<file path="src/rtl/parity_rx_pkg.sv">
// Shared types and constants for the serial parity receiver: FSM state
// encoding, parity-mode selectors and the bit-counter width helper.
package parity_rx_pkg;

  typedef enum logic [1:0] {
    IDLE   = 2'd0,
    DATA   = 2'd1,
    PARITY = 2'd2
  } rx_state_e;

  localparam int unsigned PAR_EVEN = 0;
  localparam int unsigned PAR_ODD  = 1;

  // Wide enough to hold counts 0..data_w inclusive.
  function automatic int unsigned cnt_width(input int unsigned data_w);
    return $clog2(data_w + 1);
  endfunction

endpackage

</file>
<file path="src/rtl/parity_out_slot.sv">
// Single-entry valid/ready output register with overrun detection.
// Optional saturating error-frame counter under PARITY_ERR_COUNT_EN.
module parity_out_slot #(
  parameter int unsigned DATA_W = 8
) (
  input  logic              clk,
  input  logic              rst_n,
  input  logic              load,
  input  logic [DATA_W-1:0] load_data,
  input  logic              load_err,
  input  logic              out_ready,
  output logic [DATA_W-1:0] out_data,
  output logic              out_parity_err,
  output logic              out_valid,
  output logic              overrun
`ifdef PARITY_ERR_COUNT_EN
  ,
  output logic [15:0]       err_count
`endif
);

  logic slot_free;
  logic accept;

  // Slot can take a new word if empty or being drained this same cycle.
  assign slot_free = !out_valid || out_ready;
  assign accept    = load && slot_free;

  always_ff @(posedge clk or negedge rst_n) begin
    if (!rst_n) begin
      out_data       <= '0;
      out_parity_err <= 1'b0;
      out_valid      <= 1'b0;
      overrun        <= 1'b0;
    end else begin
      overrun <= load && !slot_free;
      if (accept) begin
        out_data       <= load_data;
        out_parity_err <= load_err;
        out_valid      <= 1'b1;
      end else if (out_valid && out_ready) begin
        out_valid <= 1'b0;
      end
    end
  end

`ifdef PARITY_ERR_COUNT_EN
  always_ff @(posedge clk or negedge rst_n) begin
    if (!rst_n) begin
      err_count <= '0;
    end else if (accept && load_err && (err_count != '1)) begin
      err_count <= err_count + 16'd1;
    end
  end
`endif

endmodule

</file>
<file path="src/rtl/serial_parity_receiver.sv">
// Serial frame deserialiser with running parity check feeding a single-entry
// valid/ready output slot. Optional error counter: PARITY_ERR_COUNT_EN.
module serial_parity_receiver
  import parity_rx_pkg::*;
#(
  parameter int unsigned DATA_W     = 8,
  parameter int unsigned ODD_PARITY = PAR_EVEN
) (
  input  logic              clk,
  input  logic              rst_n,
  input  logic              bit_valid,
  input  logic              bit_in,
  input  logic              sof,
  output logic [DATA_W-1:0] out_data,
  output logic              out_parity_err,
  output logic              out_valid,
  input  logic              out_ready,
  output logic              overrun,
  output logic              frame_abort
`ifdef PARITY_ERR_COUNT_EN
  ,
  output logic [15:0]       err_count
`endif
);

  localparam int unsigned CNT_W   = cnt_width(DATA_W);
  localparam logic        ODD_BIT = (ODD_PARITY == PAR_ODD);

  rx_state_e         state, state_n;
  logic [DATA_W-1:0] shreg, shreg_n;
  logic [CNT_W-1:0]  cnt, cnt_n;
  logic              par, par_n;
  logic              abort_n;
  logic              frame_done;
  logic              frame_err;

  always_ff @(posedge clk or negedge rst_n) begin
    if (!rst_n) begin
      state       <= IDLE;
      shreg       <= '0;
      cnt         <= '0;
      par         <= 1'b0;
      frame_abort <= 1'b0;
    end else begin
      state       <= state_n;
      shreg       <= shreg_n;
      cnt         <= cnt_n;
      par         <= par_n;
      frame_abort <= abort_n;
    end
  end

  always_comb begin
    state_n    = state;
    shreg_n    = shreg;
    cnt_n      = cnt;
    par_n      = par;
    abort_n    = 1'b0;
    frame_done = 1'b0;
    frame_err  = 1'b0;
    if (bit_valid) begin
      if (sof) begin
        // sof always restarts; mid-frame (including the parity slot) it aborts.
        abort_n = (state != IDLE);
        shreg_n = DATA_W'(bit_in);
        cnt_n   = CNT_W'(1);
        par_n   = bit_in;
        state_n = DATA;
      end else begin
        case (state)
          IDLE: ;
          DATA: begin
            shreg_n = shreg | (DATA_W'(bit_in) << cnt);
            par_n   = par ^ bit_in;
            cnt_n   = cnt + CNT_W'(1);
            if (cnt == CNT_W'(DATA_W - 1)) state_n = PARITY;
          end
          PARITY: begin
            frame_done = 1'b1;
            frame_err  = par ^ bit_in ^ ODD_BIT;
            cnt_n      = '0;
            state_n    = IDLE;
          end
          default: state_n = IDLE;
        endcase
      end
    end
  end

  parity_out_slot #(
    .DATA_W(DATA_W)
  ) u_out_slot (
    .clk            (clk),
    .rst_n          (rst_n),
    .load           (frame_done),
    .load_data      (shreg),
    .load_err       (frame_err),
    .out_ready      (out_ready),
    .out_data       (out_data),
    .out_parity_err (out_parity_err),
    .out_valid      (out_valid),
    .overrun        (overrun)
`ifdef PARITY_ERR_COUNT_EN
    ,
    .err_count      (err_count)
`endif
  );

endmodule

</file>
<file path="config.mk">
export PLATFORM = sky130hd
export DESIGN_NAME = serial_parity_receiver
export DESIGN_NICKNAME = d
export VERILOG_FILES = /design/src/rtl/parity_rx_pkg.sv /design/src/rtl/parity_out_slot.sv /design/src/rtl/serial_parity_receiver.sv
export SDC_FILE = /design/constraint.sdc
export NUM_CORES = 1
export LEC_CHECK = 0
export BUFFER_PORTS_ARGS = -buffer_cell sky130_fd_sc_hd__buf_4
export CAP_MARGIN = 20
export CORE_MARGIN = 5
export CORE_UTILIZATION = 30
export DETAILED_ROUTE_END_ITERATION = 8
export PLACE_DENSITY = 0.58
export SLEW_MARGIN = 20
export SYNTH_ARGS = -nofsm -noshare
export SYNTH_HDL_FRONTEND = slang
export SYNTH_SLANG_ARGS = --single-unit
export TNS_END_PERCENT = 1
</file>
<file path="constraint.sdc">
create_clock -name clk -period 2.4 [get_ports clk]
set_input_delay 0.12 -clock clk [delete_from_list [all_inputs] [get_ports clk]]
set_output_delay 0.12 -clock clk [all_outputs]
set_load 0.02 [all_outputs]
</file>
==> Yosys cells after proc, flatten, opt, wreduce, memory -nomap -nowiden <==
Index checks and enable logic that the tools add are counted.
{ "word_totals": {"ff_bits": 27, "input_bits": 6, "out_inout_bits": 12, "word_cells": 51} }
{ "classes": {"add_sub_neg": 1, "eq_ne": 5, "shifts": 1, "muxes": 19, "n_bitwise": 2, "n_reduce_logical": 14} }
{ "ops": {"columns": ["operator", "count"], "rows": [
  ["$mux 8", 2],
  ["$mux 1", 12],
  ["$or 8x8->8", 1],
  ["$pmux 4 s2", 1],
  ["$shl 1x4->8", 1],
  ["$reduce_bool 2->1", 3],
  ["$add 4x1->4 const B", 1],
  ["$eq 4x3->1 const B", 1],
  ["$mux 2", 2],
  ["$mux 4", 1],
  ["$pmux 2 s2", 1],
  ["$reduce_and 2->1", 2],
  ["$logic_and 1x1->1", 3],
  ["$ne 3x3->1 const B", 1],
  ["$reduce_and 3->1", 1],
  ["$reduce_bool 3->1", 1],
  ["$eq 2x1->1 const B", 1],
  ["$eq 2x2->1 const B", 1],
  ["$logic_not 1->1", 2],
  ["$logic_not 2->1", 1],
  ["$ne 2x2->1 const B", 1],
  ["$logic_or 1x1->1", 1],
  ["$xor 1x1->1", 1]
]} }

==> Depth between registers and ports, before layout <==
{ "logic_depth": {"depth_word": 6, "depth_mapped": 5, "mapped_depth_nobuf": 5} }

==> Hierarchy <==
A second synthesis with hierarchy kept.
{ "unflattened": {"hier_cells": 116, "hier_area_um2": 1278.7} }
{ "by_module_without_submodules": {"columns": ["module", "n_inst", "cells_each", "area_per_inst_um2", "seq_area_each_um2"], "rows": [
  ["serial_parity_receiver", 1, 91, 865.8, 400.4],
  ["parity_out_slot", 1, 25, 412.9, 275.3]
]} }

==> Worst setup path after synthesis <==
Ideal clock, no wire load.
{ "synth_timing": {"path_type": "flip-flop to flip-flop", "start": "reg cnt[0]", "end": "reg cnt[2]", "setup_ns": 0.128, "t_arrival_ns": 1.122, "required_ns": 2.272, "slack_ns": 1.150, "stages_incl_launch_ff": 6, "period_less_slack_ns": 1.250, "cell_sequence": "dfrtp_1 > ha_1 > nor4bb_1 > a21o_1 > a21oi_1 > o22ai_1"} }
{ "synth_via": {"elab_chain_cells": 3} }
{ "synth_rtl": {"columns": ["item", "line_no", "text"], "rows": [
  ["from (decl)", "serial_parity_receiver.sv:31", "logic [CNT_W-1:0] cnt, cnt_n;"],
  ["from (signal assigned)", "serial_parity_receiver.sv:47", "cnt <= cnt_n;"],
  ["$add 4x1->4", "serial_parity_receiver.sv:75", "cnt_n = cnt + CNT_W'(1);"],
  ["$pmux 4 s2", "serial_parity_receiver.sv:70", "case (state)"],
  ["$mux 4", "serial_parity_receiver.sv:62", "if (sof) begin"]
]} }
Every way passes these cells.
A chain may end at the register's enable or synchronous reset.

==> Worst setup path after layout <==
{ "layout_timing": {"start": "reg state[0]", "end": "reg u_out_slot.out_data[6]"} }
{ "layout_via": {"elab_chain_cells": 5} }
{ "layout_rtl": {"columns": ["item", "line_no", "text"], "rows": [
  ["from (decl)", "serial_parity_receiver.sv:29", "rx_state_e state, state_n;"],
  ["from (signal assigned)", "serial_parity_receiver.sv:45", "state <= state_n;"],
  ["$eq 2x2->1", "serial_parity_receiver.sv:70", null],
  ["$mux 1", "serial_parity_receiver.sv:70", null],
  ["$mux 1", "serial_parity_receiver.sv:62", null],
  ["$mux 1", "serial_parity_receiver.sv:61", "if (bit_valid) begin"],
  ["$logic_and 1x1->1", "parity_out_slot.sv:27", "assign accept = load && slot_free;"],
  ["to (signal assigned)", "parity_out_slot.sv:38", "out_data <= load_data;"],
  ["to (decl)", "parity_out_slot.sv:12", "output logic [DATA_W-1:0] out_data,"]
]} }
Every way passes these cells.

==> out/results.txt <==
status: complete, no violations
final wirelength: 2260 µm
pin count of the biggest net entering global routing: 28
Slew Limit Fails: 0
Final setup violation count: 0
area share of fa/ha/maj cells after synthesis: 0.997%
crit path cell chain: and2b_2, nand3_4, mux2_2
most frequently used flop master after synthesis: dfrtp_1
Die X: 74.7 µm
Critical Path Start: state[0]
P&R area growth vs syn: 16.5%
DRC viols: 0
Crit-path slowest cell: dfrtp_1
core box area: 4030 µm²
simple-gate area share of the yosys netlist: 16.2%
Period minus WS final: 1470 ps
Slew @ Worst Pin: 415 ps
Pwr per Cell Area: 781 nW/µm²
R2R Setup Slk: 930 ps
Max Buffers Root-to-Sink: 2
GR Overflow Total: 0
area occupied by multi-input gates: 526 µm²
Post-synth ARST share: 100%
Num CTS Buffers: 3
placed cell area: 1410 µm²
Final Util: 36.3%
Die ar.: 5580 µm²
Antenna Cells: 0
post-synthesis sequential element count: 27
H-tree Lvls: 1
first-pass GRT wire length: 4080 µm
largest family of logic cells by synthesized area: simple AND/OR/NAND/NOR gates
synthesized net count: 118
Worst Setup Slack post-DPL: 933 ps
fin worst setup slack: 934 ps
Max Cap Violations: 0
clk slew on worst S/H paths: 90 ps
initial antenna violation count: 0
violation count after the first detailed-route iteration: 29
wire per inst: 12.8 µm
Register Area: 676 µm²
FF-to-FF End: u_out_slot.out_data[6]
XOR/XNOR Fraction of Synth Area: 0.698%
final hold slack: 101 ps
DRT Pass-1 Iters: 4
layout cells sized above 1: 26.2%
count of cell types in the netlist: 38
Syn. warnings: 0
CTS tree: done
# rows: 23
RSZ-0062 raised after global routing: no
via count of the first global-routing pass: 867
CP Buf/Inv Count: 0
static leakage power: 0.703 nW
starting density of the core: 31.1%
Crit path max-delay family: flip-flops
Compound-Gate Fraction of Synth Area: 15.2%
Seq/Total Area, Yosys: 53.8%
Chip Height: 74.7 µm
GRT Util Overall: 9.11%
worst-skew pair later-pin latency: 260 ps
fillcell total: 408
Worst Hold Class: in2reg
Detail Route Antenna Nets: 0
DR vias: 881
path depth of the worst reg2reg path: 3
GPL Wtd Cong: 0.775
dpl cells: 171
Post-synth EDFFs: 0
clk_skew: 4.14 ps
Critical Path Start Type: flip-flop
CP max stage delay: 540 ps
mapped cell area: 1250 µm²
Max Fclk: 682 MHz
crit-path max FO: 12
WS Path Type: reg2reg
Post-Syn Instances: 111
post-DP HPWL: 1660 µm
WP data arrival: 1620 ps
Total Nets Final: 134
mux contribution to synthesized area: 8.87%
Final Cell Area: 1460 µm²
post-CTS setup buffers: 0
setup TNS: 0 ps
PortBufs: 17
Worst VDD drop: 0.000433 V
worst hold start: sof
Syn Area/Cell: 11.3 µm²
total power: 1.14 mW
final cell count without fillers: 176
crit end category: flip-flop
clk root buf: clkbuf_8
Hold Path Sink: cnt[3]
Critical Path RT: 2550 ps
final hold violation count: 0
Final period util: 61.1%
Min-Delay Path Depth: 2
Vias/cell: 5.01
reg2reg start: state[0]
CTS Sinks: 27
Slew headroom: 72.3%
# IOs: 18
==> layer usage <==
metal	up-vias	part of all wire (%)	global-route usage (%)
li1	430	-	-
met2	17	47	14.0
met1	432	48	13.0
met3	2	4.6	2.14
met5	-	0	0
met4	0	0.66	2.37
==> Yosys cell counts, drive strengths merged, types with 2 or more instances <==
cell | n | area [µm²]
nor4 | 2 | 12.5
o22ai | 2 | 12.5
nand3 | 2 | 22.5
mux2 | 9 | 101
inv | 4 | 15.0
clkbuf | 3 | 13.8
o21a | 4 | 30.0
dfrtp | 27 | 676
nand2b | 3 | 18.8
nand2 | 9 | 33.8
a32o | 3 | 30.0
buf | 4 | 25.0
nor2b | 3 | 33.8
nor2 | 7 | 26.3
nor3 | 2 | 10.0
a21oi | 7 | 35.0
o21ai | 3 | 15.0
==> power by group <==
| group | switching (mW) | leakage (nW) | internal [mW] |
|---|---|---|---|
| Sequential | 0.0965 | 0.361 | 0.525 |
| Clock | 0.130 | 0.0228 | 0.119 |
| Combinational | 0.139 | 0.318 | 0.133 |
| Total | 0.365 | 0.703 | 0.776 |
==> kinds of logic (layout without fill, tap and decap cells) <==
family / Yosys count / count (layout)
AO/OA/AOI/OAI: 27 / 27
XOR/XNOR: 1 / 1
adder cells (fa/ha/maj): 1 / 1
buffers and inverters: 11 / 26
flip-flops: 27 / 27
multiplexers: 10 / 10
AND/OR/NAND/NOR: 34 / 34
==> timing repair <==
| action | in CTS | in global routing |
|---|---|---|
| hold buffers | 1 | 0 |
| endpoints found under the hold margin | 27 | 0 |
| gates resized for setup | 0 | 0 |
| endpoints found under the setup margin | 0 | 0 |
==> cell usage in the layout, fill, tap and decap left out, types with 2 or more instances in the layout <==
cell type	count
o21a_1	4
nor3_1	2
clkbuf_8	3
nor2b_4	2
dfrtp_1	27
o22ai_1	2
inv_1	4
o21ai_0	3
nand2b_1	3
a32o_1	3
nand2_1	9
mux2_2	9
nor2_1	7
a21oi_1	7
buf_4	17
nor4_1	2
==> state kept, by name, summed over array words and instances (netlist names) <==
register and count:
shreg 8, u_out_slot.out_data 8, cnt 4, state 2
frame_abort 1, par 1, u_out_slot.out_parity_err 1, u_out_slot.out_valid 1
u_out_slot.overrun 1
==> worst max-delay path by stage <==
stage                                         to  slack (ps)  depth (start not counted)
final                     u_out_slot.out_data[6]         930                          3
after global placement    u_out_slot.out_data[3]         970                          3
after CTS                 u_out_slot.out_data[6]         920                          3
after floorplan                           cnt[2]        1150                          5
after detailed placement  u_out_slot.out_data[6]         930                          3
after global routing                    shreg[2]         760                          4
==> cell type report <==
type	instances	area share, %
Clock buffer	4	3.08
Inverter	4	1.03
Multi-Input combinational cell	73	36.0
Sequential cell	27	46.2
Tap cell	50	4.28
Timing Repair Buffer	18	9.42
Power figures use the tool's default switching activity.
